**src/rtl/mig_rw_arbiter_if.sv**
```systemverilog
// mig_rw_arbiter_if: source, controller and status signals of the
// write/read owner arbiter in front of the MIG user port.
interface mig_rw_arbiter_if #(
    parameter int ADDR_W = 28,
    parameter int LEN_W  = 16
);

    logic              init_calib_complete;

    logic              wr_src_req;
    logic [ADDR_W-1:0] wr_src_addr;
    logic [LEN_W-1:0]  wr_src_len;
    logic              rd_src_req;
    logic [ADDR_W-1:0] rd_src_addr;
    logic [LEN_W-1:0]  rd_src_len;

    logic              wr_grant;
    logic              rd_grant;

    logic              wr_req;
    logic [ADDR_W-1:0] wr_req_addr;
    logic [LEN_W-1:0]  wr_length;
    logic              wr_done;

    logic              rd_req;
    logic [ADDR_W-1:0] rd_req_addr;
    logic [LEN_W-1:0]  rd_length;
    logic              rd_done;

    logic              arb_busy;
    logic [1:0]        arb_state;
    logic              timeout_err;

    modport master (
        input  init_calib_complete,
        input  wr_src_req,
        input  wr_src_addr,
        input  wr_src_len,
        input  rd_src_req,
        input  rd_src_addr,
        input  rd_src_len,
        output wr_grant,
        output rd_grant,
        output wr_req,
        output wr_req_addr,
        output wr_length,
        input  wr_done,
        output rd_req,
        output rd_req_addr,
        output rd_length,
        input  rd_done,
        output arb_busy,
        output arb_state,
        output timeout_err
    );

    modport slave (
        output init_calib_complete,
        output wr_src_req,
        output wr_src_addr,
        output wr_src_len,
        output rd_src_req,
        output rd_src_addr,
        output rd_src_len,
        input  wr_grant,
        input  rd_grant,
        input  wr_req,
        input  wr_req_addr,
        input  wr_length,
        output wr_done,
        input  rd_req,
        input  rd_req_addr,
        input  rd_length,
        output rd_done,
        input  arb_busy,
        input  arb_state,
        input  timeout_err
    );

endinterface

```
**src/rtl/mig_rw_arbiter.sv**
```systemverilog
// mig_rw_arbiter: round-robin ownership of one MIG user port between a
// write and a read burst source, with a grant-to-done watchdog.
module mig_rw_arbiter #(
    parameter int ADDR_W  = 28,
    parameter int LEN_W   = 16,
    parameter int TIMEOUT = 65535
) (
    input  logic             ui_clk,
    input  logic             rst_n,
    mig_rw_arbiter_if.master bus
);

    localparam int TO_W  = $clog2(TIMEOUT + 1);
    localparam int MAX_W = (TO_W > LEN_W) ? TO_W : LEN_W;
    localparam int CNT_W = (MAX_W > 32) ? 32 : MAX_W;

    // Last watchdog value at which the owner may still finish normally.
    localparam logic [CNT_W-1:0] WDOG_LAST = CNT_W'(TIMEOUT - 1);

    typedef enum logic [1:0] {
        ST_IDLE = 2'd0,
        ST_WR   = 2'd1,
        ST_RD   = 2'd2
    } state_t;

    state_t            state_q;
    state_t            state_d;
    logic              last_rd_q;
    logic              last_rd_d;
    logic [CNT_W-1:0]  wdog_q;
    logic [CNT_W-1:0]  wdog_d;
    logic              terr_q;
    logic              terr_d;

    logic              wr_pulse_q;
    logic              wr_pulse_d;
    logic              rd_pulse_q;
    logic              rd_pulse_d;

    logic [ADDR_W-1:0] wr_addr_q;
    logic [ADDR_W-1:0] wr_addr_d;
    logic [LEN_W-1:0]  wr_len_q;
    logic [LEN_W-1:0]  wr_len_d;
    logic [ADDR_W-1:0] rd_addr_q;
    logic [ADDR_W-1:0] rd_addr_d;
    logic [LEN_W-1:0]  rd_len_q;
    logic [LEN_W-1:0]  rd_len_d;

    logic              wr_pend;
    logic              rd_pend;
    logic              can_grant;
    logic              pick_wr;
    logic              owner_done;
    logic              wdog_hit;

    // Pending/priority decode; a zero-length burst is never a request.
    always_comb begin
        wr_pend    = bus.wr_src_req && (bus.wr_src_len != '0);
        rd_pend    = bus.rd_src_req && (bus.rd_src_len != '0);
        can_grant  = bus.init_calib_complete && (wr_pend || rd_pend);
        pick_wr    = wr_pend && (!rd_pend || last_rd_q);
        owner_done = (state_q == ST_WR) ? bus.wr_done : bus.rd_done;
        wdog_hit   = (wdog_q == WDOG_LAST);
    end

    // Next-state and registered-output logic for the owner FSM.
    always_comb begin
        state_d    = state_q;
        last_rd_d  = last_rd_q;
        wdog_d     = wdog_q;
        terr_d     = terr_q;
        wr_pulse_d = 1'b0;
        rd_pulse_d = 1'b0;
        wr_addr_d  = wr_addr_q;
        wr_len_d   = wr_len_q;
        rd_addr_d  = rd_addr_q;
        rd_len_d   = rd_len_q;

        unique case (state_q)
            ST_IDLE: begin
                if (can_grant) begin
                    wdog_d = '0;
                    if (pick_wr) begin
                        state_d    = ST_WR;
                        wr_pulse_d = 1'b1;
                        wr_addr_d  = bus.wr_src_addr;
                        wr_len_d   = bus.wr_src_len;
                    end else begin
                        state_d    = ST_RD;
                        rd_pulse_d = 1'b1;
                        rd_addr_d  = bus.rd_src_addr;
                        rd_len_d   = bus.rd_src_len;
                    end
                end
            end
            ST_WR, ST_RD: begin
                wdog_d = wdog_q + CNT_W'(1);
                // A done coincident with the watchdog limit still counts
                // as a clean finish.
                if (owner_done || wdog_hit) begin
                    state_d   = ST_IDLE;
                    last_rd_d = (state_q == ST_RD);
                    if (!owner_done) begin
                        terr_d = 1'b1;
                    end
                end
            end
            default: begin
                state_d = ST_IDLE;
            end
        endcase
    end

    // State and output registers with synchronous active-low reset.
    always_ff @(posedge ui_clk) begin
        if (!rst_n) begin
            state_q    <= ST_IDLE;
            last_rd_q  <= 1'b1;
            wdog_q     <= '0;
            terr_q     <= 1'b0;
            wr_pulse_q <= 1'b0;
            rd_pulse_q <= 1'b0;
            wr_addr_q  <= '0;
            wr_len_q   <= '0;
            rd_addr_q  <= '0;
            rd_len_q   <= '0;
        end else begin
            state_q    <= state_d;
            last_rd_q  <= last_rd_d;
            wdog_q     <= wdog_d;
            terr_q     <= terr_d;
            wr_pulse_q <= wr_pulse_d;
            rd_pulse_q <= rd_pulse_d;
            wr_addr_q  <= wr_addr_d;
            wr_len_q   <= wr_len_d;
            rd_addr_q  <= rd_addr_d;
            rd_len_q   <= rd_len_d;
        end
    end

    assign bus.wr_grant    = wr_pulse_q;
    assign bus.wr_req      = wr_pulse_q;
    assign bus.rd_grant    = rd_pulse_q;
    assign bus.rd_req      = rd_pulse_q;
    assign bus.wr_req_addr = wr_addr_q;
    assign bus.wr_length   = wr_len_q;
    assign bus.rd_req_addr = rd_addr_q;
    assign bus.rd_length   = rd_len_q;
    assign bus.arb_busy    = (state_q != ST_IDLE);
    assign bus.arb_state   = state_q;
    assign bus.timeout_err = terr_q;

endmodule

```
**src/flat_wrapper.sv**
```systemverilog
// flat-port wrapper written by rule: the top's interface ports become plain ports
module mig_rw_arbiter_flat 
#(
    parameter int ADDR_W  = 28,
    parameter int LEN_W   = 16,
    parameter int TIMEOUT = 65535
)
  (ui_clk, rst_n, bus_init_calib_complete, bus_wr_src_req, bus_wr_src_addr, bus_wr_src_len, bus_rd_src_req, bus_rd_src_addr, bus_rd_src_len, bus_wr_grant, bus_rd_grant, bus_wr_req, bus_wr_req_addr, bus_wr_length, bus_wr_done, bus_rd_req, bus_rd_req_addr, bus_rd_length, bus_rd_done, bus_arb_busy, bus_arb_state, bus_timeout_err);
  mig_rw_arbiter_if #(.ADDR_W(ADDR_W), .LEN_W(LEN_W)) bus_i ();
  input  logic ui_clk;
  input  logic rst_n;
  input wire logic [$bits(bus_i.init_calib_complete)-1:0] bus_init_calib_complete;
  input wire logic [$bits(bus_i.wr_src_req)-1:0] bus_wr_src_req;
  input wire logic [$bits(bus_i.wr_src_addr)-1:0] bus_wr_src_addr;
  input wire logic [$bits(bus_i.wr_src_len)-1:0] bus_wr_src_len;
  input wire logic [$bits(bus_i.rd_src_req)-1:0] bus_rd_src_req;
  input wire logic [$bits(bus_i.rd_src_addr)-1:0] bus_rd_src_addr;
  input wire logic [$bits(bus_i.rd_src_len)-1:0] bus_rd_src_len;
  output wire logic [$bits(bus_i.wr_grant)-1:0] bus_wr_grant;
  output wire logic [$bits(bus_i.rd_grant)-1:0] bus_rd_grant;
  output wire logic [$bits(bus_i.wr_req)-1:0] bus_wr_req;
  output wire logic [$bits(bus_i.wr_req_addr)-1:0] bus_wr_req_addr;
  output wire logic [$bits(bus_i.wr_length)-1:0] bus_wr_length;
  input wire logic [$bits(bus_i.wr_done)-1:0] bus_wr_done;
  output wire logic [$bits(bus_i.rd_req)-1:0] bus_rd_req;
  output wire logic [$bits(bus_i.rd_req_addr)-1:0] bus_rd_req_addr;
  output wire logic [$bits(bus_i.rd_length)-1:0] bus_rd_length;
  input wire logic [$bits(bus_i.rd_done)-1:0] bus_rd_done;
  output wire logic [$bits(bus_i.arb_busy)-1:0] bus_arb_busy;
  output wire logic [$bits(bus_i.arb_state)-1:0] bus_arb_state;
  output wire logic [$bits(bus_i.timeout_err)-1:0] bus_timeout_err;
  assign bus_i.init_calib_complete = bus_init_calib_complete;
  assign bus_i.wr_src_req = bus_wr_src_req;
  assign bus_i.wr_src_addr = bus_wr_src_addr;
  assign bus_i.wr_src_len = bus_wr_src_len;
  assign bus_i.rd_src_req = bus_rd_src_req;
  assign bus_i.rd_src_addr = bus_rd_src_addr;
  assign bus_i.rd_src_len = bus_rd_src_len;
  assign bus_wr_grant = bus_i.wr_grant;
  assign bus_rd_grant = bus_i.rd_grant;
  assign bus_wr_req = bus_i.wr_req;
  assign bus_wr_req_addr = bus_i.wr_req_addr;
  assign bus_wr_length = bus_i.wr_length;
  assign bus_i.wr_done = bus_wr_done;
  assign bus_rd_req = bus_i.rd_req;
  assign bus_rd_req_addr = bus_i.rd_req_addr;
  assign bus_rd_length = bus_i.rd_length;
  assign bus_i.rd_done = bus_rd_done;
  assign bus_arb_busy = bus_i.arb_busy;
  assign bus_arb_state = bus_i.arb_state;
  assign bus_timeout_err = bus_i.timeout_err;
  mig_rw_arbiter #(.ADDR_W(ADDR_W), .LEN_W(LEN_W), .TIMEOUT(TIMEOUT)) u_core (.ui_clk(ui_clk), .rst_n(rst_n), .bus(bus_i));
endmodule
```
**config.mk**
```make
export PLATFORM = sky130hd
export DESIGN_NAME = mig_rw_arbiter_flat
export DESIGN_NICKNAME = d
export VERILOG_FILES = /design/src/rtl/mig_rw_arbiter_if.sv /design/src/rtl/mig_rw_arbiter.sv /design/src/flat_wrapper.sv
export SDC_FILE = /design/constraint.sdc
export NUM_CORES = 1
export LEC_CHECK = 0
export CAP_MARGIN = 20
export CORE_MARGIN = 3
export CORE_UTILIZATION = 38
export CTS_CLUSTER_SIZE = 28
export DETAILED_ROUTE_END_ITERATION = 6
export HOLD_SLACK_MARGIN = 0.02
export PLACE_DENSITY_LB_ADDON = 0.15
export SLEW_MARGIN = 20
export SYNTH_ARGS = -nofsm -noshare
export SYNTH_HDL_FRONTEND = slang
export SYNTH_SLANG_ARGS = --single-unit
```
**constraint.sdc**
```tcl
create_clock -name ui_clk -period 2.9 [get_ports ui_clk]
set_clock_uncertainty 0.2 [all_clocks]
set_input_delay 0.87 -clock ui_clk [delete_from_list [all_inputs] [get_ports ui_clk]]
set_output_delay 0.87 -clock ui_clk [all_outputs]
set_load 0.02 [all_outputs]
```
==> impl_metrics.toml <==
[worst_setup_path]
cp-end-kind = "flop"
path_class = "input pin to flop"
timing.critical_path.cells = "dlygate4sd2_1, or4_4, o41a_1, buf_6, o31ai_4, buf_6, a21oi_2, o32ai_2"
cpLargestDelayFamily = "compound AO/OA/AOI/OAI gates"
critPathMaxStageDelay_ps = 450
crit-reg2reg-capture = "u_core.wdog_q[7]$_SDFFE_PN0P_"
worst_r2r_startpoint = "u_core.bus.arb_state[1]$_SDFFE_PN0P_"
required_ps = 2940
crit_fanout = 7
critPathLaunchType = "input pin"
crit_arrival_ps = 2860
worst_path_most_repeated_cell = "sky130_fd_sc_hd__buf_6"
logic_depth_of_the_worst_register_to_register_path = 7
r2r_setup_slack_ps = 510
critical_path_buf_inv_count = 3
critical_path_s_slowest_cell = "sky130_fd_sc_hd__or4_4"

[cells_and_area]
antenna_cells_inserted = 0
fin_nets = 842
final_layout_size_suffix_gt1_frac = 0.1058
layout.core_utilization = 0.6434
n_fill_cell = 971
synthesis_to_layout_area_growth_pct = 64.18

[global_route]
gr-total-overflow = 0
grt_pass1_wl_mm = 21.20
grt_util_all_layers = 0.2068
grt_pass1_vias = 4214
antenna_found_initial = 0
grt_start_max_net_pins = 46

[die]
floorplan.initialDensity = 0.3919
design.die.area_sq_um = 12590
io_pins = 191
coreArea_sq_um = 10940
chipWidth_um = 112.2
die_y_um = 112.2
rows = 38

[cts]
ctsLongestPathBuffers = 2
cts_root_buffer = "sky130_fd_sc_hd__clkbuf_16"
worst_setup_hold_path_clk_slew_ps = 70
clock_tree.htree_level_count = 3
cts_tree = "done"
worstSkewPairLatency_ps = 340
cts.sinks = 110
cts_hold_fix_bufs = 0
cts_buffers = 9

[power]
vdd_drop_max_v = 0.0002900
static-leakage-power_nw = 2.554
power.density_nw_per_um2 = 525.0
power.total_w = 0.003694

[flow_run]
maxCapViolCount = 0

[yosys]
synth-warning-count = 0
ys_ff_latch = 110
synthesis.area_sq_um = 4285
netlist.top_cell.by_area = "sky130_fd_sc_hd__dfxtp_1"
mappedNetlistNets = 640
synthDominantCellAreaShare = 0.5139
yosysSeqAreaShare = 0.5139
post_synth_most_frequent_cells = "sky130_fd_sc_hd__nand2_1, sky130_fd_sc_hd__dfxtp_1, sky130_fd_sc_hd__a21oi_1"
synth_cells = 540
ys_types = 43
synth_top_flop_cell = "sky130_fd_sc_hd__dfxtp_1"
synth.avg_cell_area_sq_um = 7.936
netlist_top_cells_area = "sky130_fd_sc_hd__dfxtp_1, sky130_fd_sc_hd__nand2_1, sky130_fd_sc_hd__a21oi_1, sky130_fd_sc_hd__buf_2, sky130_fd_sc_hd__clkbuf_1"
synth_edf_count = 0
ys_async_sr_fraction = 0
synth_most_common_cell = "sky130_fd_sc_hd__nand2_1"

[run_status]
outcome = "finished, final reports clean"

[timing]
period_needed_ps = 2818
timing.slew.headroom = 0.5616
maxSlewViolCount = 0
tightestPinTransition_ps = 651.7
setup_viol = 0
hold_viol_final = 0
max_clock_freq_ghz = 0.3549
fin_crit_sh = 0.9717
final.setup.tns_ps = 0

[route]
detail_route.drc_violations = 0
mean_routed_wirelength_per_cell_um = 15.19
drt_pre_antenna_iters = 4
route.antenna.remaining_nets = 0
drt_wl_total_mm = 13.47
avgViaCountPerCell = 4.989
drtIter0Drc = 348
vias = 4425

[min_path]
hold_path.class = "flop to flop"
hold_path_end = "u_core.bus.rd_req_addr[7]$_SDFFE_PN0P_"
worst_hold_path.num_cells = 2
min-delay-start = "u_core.bus.rd_req_addr[7]$_SDFFE_PN0P_"

[placement]
buffer_ports.inserted = 190
finalWeightedCongestion = 0.8532
dp_wirelength_mm = 9.377
## repair_timing
item	in CTS	in global routing
gates cloned	5	0
endpoints found under the setup margin	107	20
gates resized for setup	36	16
pin swaps	9	13
setup buffers	1	1
## how the worst max path moves through the flow
stage	start	slack, ps	endpoint	cells past startpoint
after floorplan	bus_rd_src_len[9]	-2	u_core.bus.rd_length[10]$_SDFFE_PN0P_	7
after global placement	bus_rd_src_len[9]	-480	u_core.wdog_q[10]$_SDFFE_PN0P_	7
after detailed placement	bus_rd_src_len[9]	-540	u_core.wdog_q[7]$_SDFFE_PN0P_	7
after CTS	bus_rd_src_len[9]	0.1	u_core.wdog_q[10]$_SDFFE_PN0P_	8
after global routing	bus_rd_src_len[13]	-4	u_core.wdog_q[12]$_SDFFE_PN0P_	8
final	bus_rd_src_len[3]	80	u_core.wdog_q[7]$_SDFFE_PN0P_	8
## logic make-up (layout without fill, tap and decap cells)
family | after synthesis | count (layout) | share of synthesized area
AO/OA/AOI/OAI | 128 | 128 | 0.1717
adder cells (fa/ha/maj) | 5 | 5 | 0.01460
buffers and inverters | 46 | 253 | 0.04847
flip-flops | 110 | 110 | 0.5139
multiplexers | 2 | 2 | 0.004672
AND/OR/NAND/NOR | 249 | 249 | 0.2467
## placed cells by master (no fill, tap or decap), drive strengths merged, types with 3 or more instances in the layout
master / netlist / final
ha: 5 / 5
nor3: 4 / 4
nand2: 196 / 196
dfxtp: 110 / 110
a21oi: 97 / 97
nor4: 7 / 7
bufinv: 0 / 3
dlygate4sd2: 0 / 9
nand4: 7 / 7
o21ai: 6 / 6
or2: 3 / 3
a31oi: 3 / 3
clkdlybuf4s50: 0 / 172
nor2: 6 / 6
o31ai: 3 / 3
buf: 19 / 36
nor2b: 3 / 3
inv: 10 / 10
clkbuf: 17 / 18
o32ai: 6 / 6
nand3: 11 / 11
or4: 4 / 4
## power breakdown
part           internal [W]  switching [W]
registers           0.00157      0.0000334
clock network      0.000892       0.000518
logic              0.000347       0.000330
total               0.00281       0.000881
## final cells by class
type	instances	area (sq um)	area share
timing repair buffer	227	2313	0.3288
sequential	110	2202	0.3130
multi-input combinational	384	1957	0.2781
clock buffer	13	260.3	0.03699
tap	140	175.2	0.02490
clock inverter	3	90.09	0.01280
inverter	10	37.54	0.005335
## sequential cells by signal, indices dropped and copies added, names as in the netlist
register,flops
u_core.wdog_q,16
u_core.bus.arb_state,2
u_core.last_rd_q,1
u_core.bus.rd_req_addr,28
u_core.bus.wr_length,16
u_core.bus.timeout_err,1
u_core.bus.rd_length,16
u_core.bus.rd_grant,1
u_core.bus.wr_grant,1
u_core.bus.wr_req_addr,28
## metal layers
metal | wire length (um) | vias to the layer above | GRT usage
li1 | - | 2224 | -
met1 | 5808 | 2035 | 0.2563
met2 | 6532 | 150 | 0.3544
met3 | 916 | 16 | 0.04852
met4 | 213 | 0 | 0.06891
met5 | 0 | - | 0
## worst reg2reg max path, stage by stage, from the launching register on
cell	delay (ps)
sky130_fd_sc_hd__dfxtp_1	380
sky130_fd_sc_hd__inv_1	80
sky130_fd_sc_hd__ha_1	670
sky130_fd_sc_hd__and2_1	340
sky130_fd_sc_hd__o31ai_1	100
sky130_fd_sc_hd__buf_4	160
sky130_fd_sc_hd__buf_12	130
sky130_fd_sc_hd__o32ai_2	240
## per-stage QoR
stage                     worst slack, ps  std cells  cell area (sq um)  hold slack (ps)
after floorplan                    -1.821        540               4285            267.9
after global placement             -481.4        864               6505            241.0
after detailed placement           -537.7        864               6505            246.1
after CTS                         0.09859        886               7000            255.2
after global routing               -3.923        887               7036            275.8
final                               82.11        887               7036            254.3
(Power assumes the default switching activity.)
